==> src/rtl/cpu_seq_ctrl.sv <==
// cpu_seq_ctrl: multi-cycle fetch/decode/execute/writeback sequencer.
// It owns the program counter and the instruction register, and runs the
// instruction-fetch request/ack handshake.
// It resolves JMP, BRZ and HALT locally, strobes the ALU and the register
// file for one cycle each, and counts retired instructions for debug.
//
// Fetch handshake: mem_req is high for every cycle spent in FETCH.
// mem_addr (= pc) is held stable for as long as mem_req is high.
// A transfer completes in the cycle where mem_req and mem_ack are both high.
// mem_rdata is captured on that same edge, and mem_req is low on the cycle
// after it.
module cpu_seq_ctrl #(
    parameter int                ADDR_W   = 16,
    parameter logic [ADDR_W-1:0] RESET_PC = '0
) (
    input  logic              clk,
    input  logic              rst,
    input  logic              start,
    output logic              mem_req,
    output logic [ADDR_W-1:0] mem_addr,
    input  logic              mem_ack,
    input  logic [15:0]       mem_rdata,
    input  logic              zero_flag,
    output logic [15:0]       ir,
    output logic [ADDR_W-1:0] pc,
    output logic              alu_en,
    output logic              wb_en,
    output logic              halted,
    output logic [2:0]        state,
    output logic [15:0]       retired
);

    typedef enum logic [2:0] {
        S_IDLE   = 3'd0,
        S_FETCH  = 3'd1,
        S_DECODE = 3'd2,
        S_EXEC   = 3'd3,
        S_WB     = 3'd4,
        S_HALT   = 3'd5
    } state_t;

    localparam logic [3:0] OP_NOP  = 4'h0;
    localparam logic [3:0] OP_JMP  = 4'hC;
    localparam logic [3:0] OP_BRZ  = 4'hD;
    localparam logic [3:0] OP_HALT = 4'hF;

    state_t              r_state;
    state_t              w_next_state;
    logic [ADDR_W-1:0]   r_pc;
    logic [15:0]         r_ir;
    logic [15:0]         r_retired;

    logic [3:0]          w_opcode;
    logic                w_is_nop;
    logic                w_is_jmp;
    logic                w_is_brz;
    logic                w_is_halt;
    logic                w_is_alu;
    logic [ADDR_W-1:0]   w_target;
    logic                w_redirect;
    logic                w_fetch_done;
    logic                w_retire;

    // Instruction decode from the latched IR; only meaningful in DECODE.
    assign w_opcode  = r_ir[15:12];
    assign w_is_nop  = (w_opcode == OP_NOP);
    assign w_is_jmp  = (w_opcode == OP_JMP);
    assign w_is_brz  = (w_opcode == OP_BRZ);
    assign w_is_halt = (w_opcode == OP_HALT);
    assign w_is_alu  = !(w_is_nop || w_is_jmp || w_is_brz || w_is_halt);

    // Jump/branch target is the 12-bit immediate, zero-extended.
    assign w_target   = ADDR_W'(r_ir[11:0]);
    assign w_redirect = (r_state == S_DECODE) &&
                        (w_is_jmp || (w_is_brz && zero_flag));

    assign w_fetch_done = (r_state == S_FETCH) && mem_ack;

    // Control-flow ops and HALT retire in DECODE; ALU ops retire in WB.
    assign w_retire = ((r_state == S_DECODE) && !w_is_alu) ||
                      (r_state == S_WB);

    // State register; reset wins over every other input.
    always_ff @(posedge clk) begin
        if (rst) begin
            r_state <= S_IDLE;
        end else begin
            r_state <= w_next_state;
        end
    end

    // Next-state logic.
    always_comb begin
        w_next_state = r_state;
        case (r_state)
            S_IDLE: begin
                if (start) w_next_state = S_FETCH;
            end
            S_FETCH: begin
                if (mem_ack) w_next_state = S_DECODE;
            end
            S_DECODE: begin
                if (w_is_halt)     w_next_state = S_HALT;
                else if (w_is_alu) w_next_state = S_EXEC;
                else               w_next_state = S_FETCH;
            end
            S_EXEC: begin
                w_next_state = S_WB;
            end
            S_WB: begin
                w_next_state = S_FETCH;
            end
            S_HALT: begin
                if (start) w_next_state = S_FETCH;
            end
            default: begin
                w_next_state = S_IDLE;
            end
        endcase
    end

    // Outputs are decoded from the state register only, so mem_ack never
    // reaches mem_req combinationally.
    always_comb begin
        mem_req = 1'b0;
        alu_en  = 1'b0;
        wb_en   = 1'b0;
        halted  = 1'b0;
        case (r_state)
            S_FETCH: mem_req = 1'b1;
            S_EXEC:  alu_en  = 1'b1;
            S_WB:    wb_en   = 1'b1;
            S_HALT:  halted  = 1'b1;
            default: ;
        endcase
    end

    // PC and IR: capture the word and advance on a completed fetch; redirect on a taken jump/branch.
    always_ff @(posedge clk) begin
        if (rst) begin
            r_pc <= RESET_PC;
            r_ir <= 16'h0000;
        end else if (w_fetch_done) begin
            r_ir <= mem_rdata;
            r_pc <= r_pc + ADDR_W'(1);
        end else if (w_redirect) begin
            r_pc <= w_target;
        end
    end

    // Retired-instruction counter; wraps naturally.
    always_ff @(posedge clk) begin
        if (rst) begin
            r_retired <= 16'h0000;
        end else if (w_retire) begin
            r_retired <= r_retired + 16'd1;
        end
    end

    assign mem_addr = r_pc;
    assign pc       = r_pc;
    assign ir       = r_ir;
    assign retired  = r_retired;
    assign state    = r_state;

endmodule

==> config.mk <==
export PLATFORM = sky130hd
export DESIGN_NAME = cpu_seq_ctrl
export DESIGN_NICKNAME = d
export VERILOG_FILES = /design/src/rtl/cpu_seq_ctrl.sv
export SDC_FILE = /design/constraint.sdc
export NUM_CORES = 1
export LEC_CHECK = 0
export CAP_MARGIN = 15
export CORE_MARGIN = 2
export CORE_UTILIZATION = 40
export CTS_CLUSTER_SIZE = 12
export DETAILED_ROUTE_END_ITERATION = 8
export PLACE_DENSITY_LB_ADDON = 0.08
export SKIP_CTS_REPAIR_TIMING = 1
export SYNTH_ARGS = -nofsm -noshare
export SYNTH_HDL_FRONTEND = slang
export SYNTH_SLANG_ARGS = --single-unit
==> constraint.sdc <==
create_clock -name clk -period 2.9 [get_ports clk]
set_input_delay 0.87 -clock clk [delete_from_list [all_inputs] [get_ports clk]]
set_output_delay 0.87 -clock clk [all_outputs]
set_load 0.05 [all_outputs]
==> impl_metrics.env <==
export IMPL_dr_pass1_iters=5
export IMPL_slowest_delay_ns=0.69
export IMPL_clkTransAtPathRegs_ns=0.09
export IMPL_fin_crit_ns=2.781
export IMPL_p_switching_mw=0.3794
export IMPL_rrSetupSlack_ns=0.45
export IMPL_reg2reg_to="retired[8]$_SDFFE_PP0P_"
export IMPL_power_frac_clock_pct=37.9
export IMPL_ios=92
export IMPL_synth_area_um2=2509
export IMPL_yosysWarnings=0
export IMPL_syn_num_nets=335
export IMPL_port_buffer_count=91
export IMPL_grt_overflow=0
export IMPL_synth_area_mux_share_pct=2.145
export IMPL_synthSimpleGateAreaFrac_pct=26.03
export IMPL_relSlewSlack_pct=43.65
export IMPL_fin_crit_sh_pct=95.90
export IMPL_post_synth_top_area_cell="dfxtp_1"
export IMPL_die_area_um2=6921
export IMPL_final_antenna_net_count=0
export IMPL_drt_total_wl_um=6400
export IMPL_grt_max_degree=36
export IMPL_synth_flop_cell="dfxtp_1"
export IMPL_rsz0062_at_grt="no"
export IMPL_synth_xor_area_share_pct=1.746
export IMPL_synth_edf_count=0
export IMPL_ir_worst_vdd_mv=0.2114
export IMPL_cts_buffer_depth=2
export IMPL_path_delay_family="buffers and inverters"
export IMPL_synth_seq_cells=51
export IMPL_path_buf_inv=2
export IMPL_area_delta_synth_final_pct=39.80
export IMPL_worstHoldPathType="flop to flop"
export IMPL_seqPwrFrac_pct=48.2
export IMPL_skew_ns=0.009036
export IMPL_cts_root_buf="clkbuf_8"
export IMPL_synth_compound_area_share_pct=19.00
export IMPL_slew_violations=0
export IMPL_power_internal_mw=1.142
export IMPL_post_route_util_pct=58.54
export IMPL_hold_viol_final=0
export IMPL_hold_start="ir[5]$_SDFFE_PP0P_"
export IMPL_cts_sinks=51
export IMPL_r2r_start="state[1]$_SDFFE_PP0P_"
export IMPL_synthAdderAreaFrac_pct=0.9975
export IMPL_die_y_um=83.20
export IMPL_clk_latency_ns=0.30
export IMPL_setup_violations=0
export IMPL_synth_top_family_by_area="simple AND/OR/NAND/NOR gates"
export IMPL_setup_tns_ns=0
export IMPL_yosysTopAreaCellShare_pct=40.70
export IMPL_num_vias=2466
export IMPL_crit_arrival_ns=1.91
export IMPL_async_flop_share_pct=0
export IMPL_yosys_top_cells_area="dfxtp_1 41%, a21oi_1 8.0%, nand2_1 7.5%"
export IMPL_antenna_found_initial=0
export IMPL_cp_required_ns=2.03
export IMPL_maxCapViolations=0
export IMPL_drcViolationCount=0
export IMPL_grt_pass1_vias=2190
export IMPL_synth_sequential_area_ratio_pct=40.70
export IMPL_avgSynthCellArea_um2=8.041
export IMPL_combPwrFrac_pct=13.9
export IMPL_start_kind="flop"
export IMPL_min_path_cells=2
export IMPL_synth_cell_types=51
export IMPL_swShare_pct=24.94
export IMPL_grt_pass1_wl_um=10560
export IMPL_layout_drive_gt1_share_pct=6.771
export IMPL_reg2regPathDepth=5
export IMPL_p_leak_nw=1.174
export IMPL_crit_slowest_cell="clkdlybuf4s50_1"
export IMPL_num_rows=28
export IMPL_tightest_slew_ns=0.8453
export IMPL_power_density_nw_per_um2=433.8
export IMPL_outcome="completed"
export IMPL_crit_type="flop to primary output"
export IMPL_worstHoldEndpoint="ir[5]$_SDFFE_PP0P_"
export IMPL_fmax_mhz=359.6
export IMPL_grtUsageTotal_pct=18.13
export IMPL_initial_core_util_pct=41.88
export IMPL_cts_buffers=5
export IMPL_cp_end_kind="primary output"
export IMPL_die_x_um=83.20
export IMPL_gp_congestion=0.7919
export IMPL_drt_iter0_markers=204
export IMPL_path_cells="inv_1 -> and3_1 -> clkdlybuf4s50_1"
export IMPL_core_area_um2=5991
export IMPL_cp_depth=3
export IMPL_antenna_cells=0
export IMPL_cts_tree="done"
export IMPL_worstPathMaxFanout=12
export IMPL_fin_nets=406
export IMPL_via_per_inst=5.373
export IMPL_dpl_hpwl_um=4612
export IMPL_wire_per_inst_um=13.94
export IMPL_htreeDepth=2
export IMPL_syn_inst=312
[power groups by stage]
stage | clock network (mW) | registers (mW) | logic (mW)
final | 0.577 | 0.733 | 0.211
after global routing | 0.621 | 0.736 | 0.225
after CTS | 0.594 | 0.734 | 0.212
after detailed placement | 0 | 0.750 | 0.211
after global placement | 0 | 0.750 | 0.211
after floorplan | 0 | 0.794 | 0.0849
[routing by layer]
layer | wire, um | up-vias | GRT usage, %
li1 | - | 1252 | -
met1 | 3063 | 1126 | 25.35
met2 | 2819 | 82 | 27.42
met3 | 451 | 6 | 4.871
met4 | 65 | 0 | 5.216
met5 | 0 | - | 0
[kinds of logic (layout without fill, tap and decap cells)]
family | after synthesis | count (layout)
buf+inv | 43 | 115
xor+xnor | 5 | 5
flops | 51 | 51
compound gates | 77 | 77
mux | 5 | 5
simple gates | 129 | 129
fa+ha+maj | 2 | 2
[worst min-delay path: cells and delay by family, from the launching register on]
| kind | cells | cell delay (ns) |
|---|---|---|
| DFF | 1 | 0.33 |
| and+or+nand+nor | 1 | 0.06 |
| AOI/OAI and AO/OA | 1 | 0.05 |
[stage by stage]
step / setup slack, ns / total power [mW] / area [um^2] / instances / hold slack, ns
final: 0.1190 / 1.522 / 3507 / 459 / 0.4807
after global routing: 0.02644 / 1.583 / 3507 / 459 / 0.5094
after CTS: 0.1140 / 1.540 / 3507 / 459 / 0.4825
after detailed placement: 0.2283 / 0.9607 / 3374 / 451 / 0.4685
after global placement: 0.2253 / 0.9610 / 3374 / 451 / 0.4648
after floorplan: 0.1121 / 0.8793 / 2519 / 312 / 0.6814
[cell usage in the layout, fill, tap and decap left out, types with 2 or more instances in the layout]
| cell | instances |
|---|---|
| a211oi_1 | 3 |
| a21oi_1 | 40 |
| a31oi_1 | 4 |
| and3_1 | 4 |
| buf_4 | 11 |
| bufinv_16 | 2 |
| clkbuf_8 | 5 |
| clkdlybuf4s50_1 | 87 |
| dfxtp_1 | 51 |
| ha_1 | 2 |
| inv_1 | 8 |
| mux2_2 | 2 |
| mux2i_1 | 2 |
| nand2_1 | 50 |
| nand3_1 | 12 |
| nand4_1 | 6 |
| nor2_1 | 21 |
| nor2b_1 | 2 |
| nor3_1 | 4 |
| nor3b_2 | 3 |
| nor4_1 | 2 |
| o21ai_0 | 4 |
| o31ai_1 | 12 |
| o32a_1 | 2 |
| or3_1 | 6 |
| or4_1 | 10 |
| xnor2_1 | 3 |
| xor2_1 | 2 |
[Yosys cell counts, drive strengths merged, types with 2 or more instances]
cell,instances
nand2,50
mux2i,2
a31oi,4
or3,6
dfxtp,51
nand3,12
or4,10
xnor2,3
clkbuf,12
nor3,4
nand4,6
nor2,21
o32a,2
a21oi,40
inv,8
buf,23
o21ai,5
nor3b,4
ha,2
a211oi,3
mux2,3
o31ai,12
nor4,2
and3,4
nor2b,2
xor2,2
[state kept, by name (all words and copies together) (netlist names)]
name	count
ir	16
mem_addr	16
retired	16
state	3
[worst max path at each step]
stage / end / slack (ns) / startpoint
final: alu_en / 0.12 / state[2]$_SDFFE_PP0P_
after global routing: alu_en / 0.03 / state[2]$_SDFFE_PP0P_
after CTS: alu_en / 0.11 / state[2]$_SDFFE_PP0P_
after detailed placement: mem_addr[13]$_SDFFE_PP0P_ / 0.23 / mem_ack
after global placement: mem_addr[6]$_SDFFE_PP0P_ / 0.23 / mem_ack
after floorplan: retired[6]$_SDFFE_PP0P_ / 0.11 / state[2]$_SDFFE_PP0P_
[layout make-up]
| class | instances | area, um^2 |
|---|---|---|
| Clock inverter | 2 | 60.06 |
| Tap cell | 75 | 93.84 |
| Inverter | 8 | 30.03 |
| Sequential cell | 51 | 1021 |
| Multi-Input combinational cell | 218 | 1271 |
| Clock buffer | 6 | 72.57 |
| Fill cell | 554 | 2484 |
| Timing Repair Buffer | 99 | 958.4 |
No activity file was read; power rests on OpenSTA's default activity.
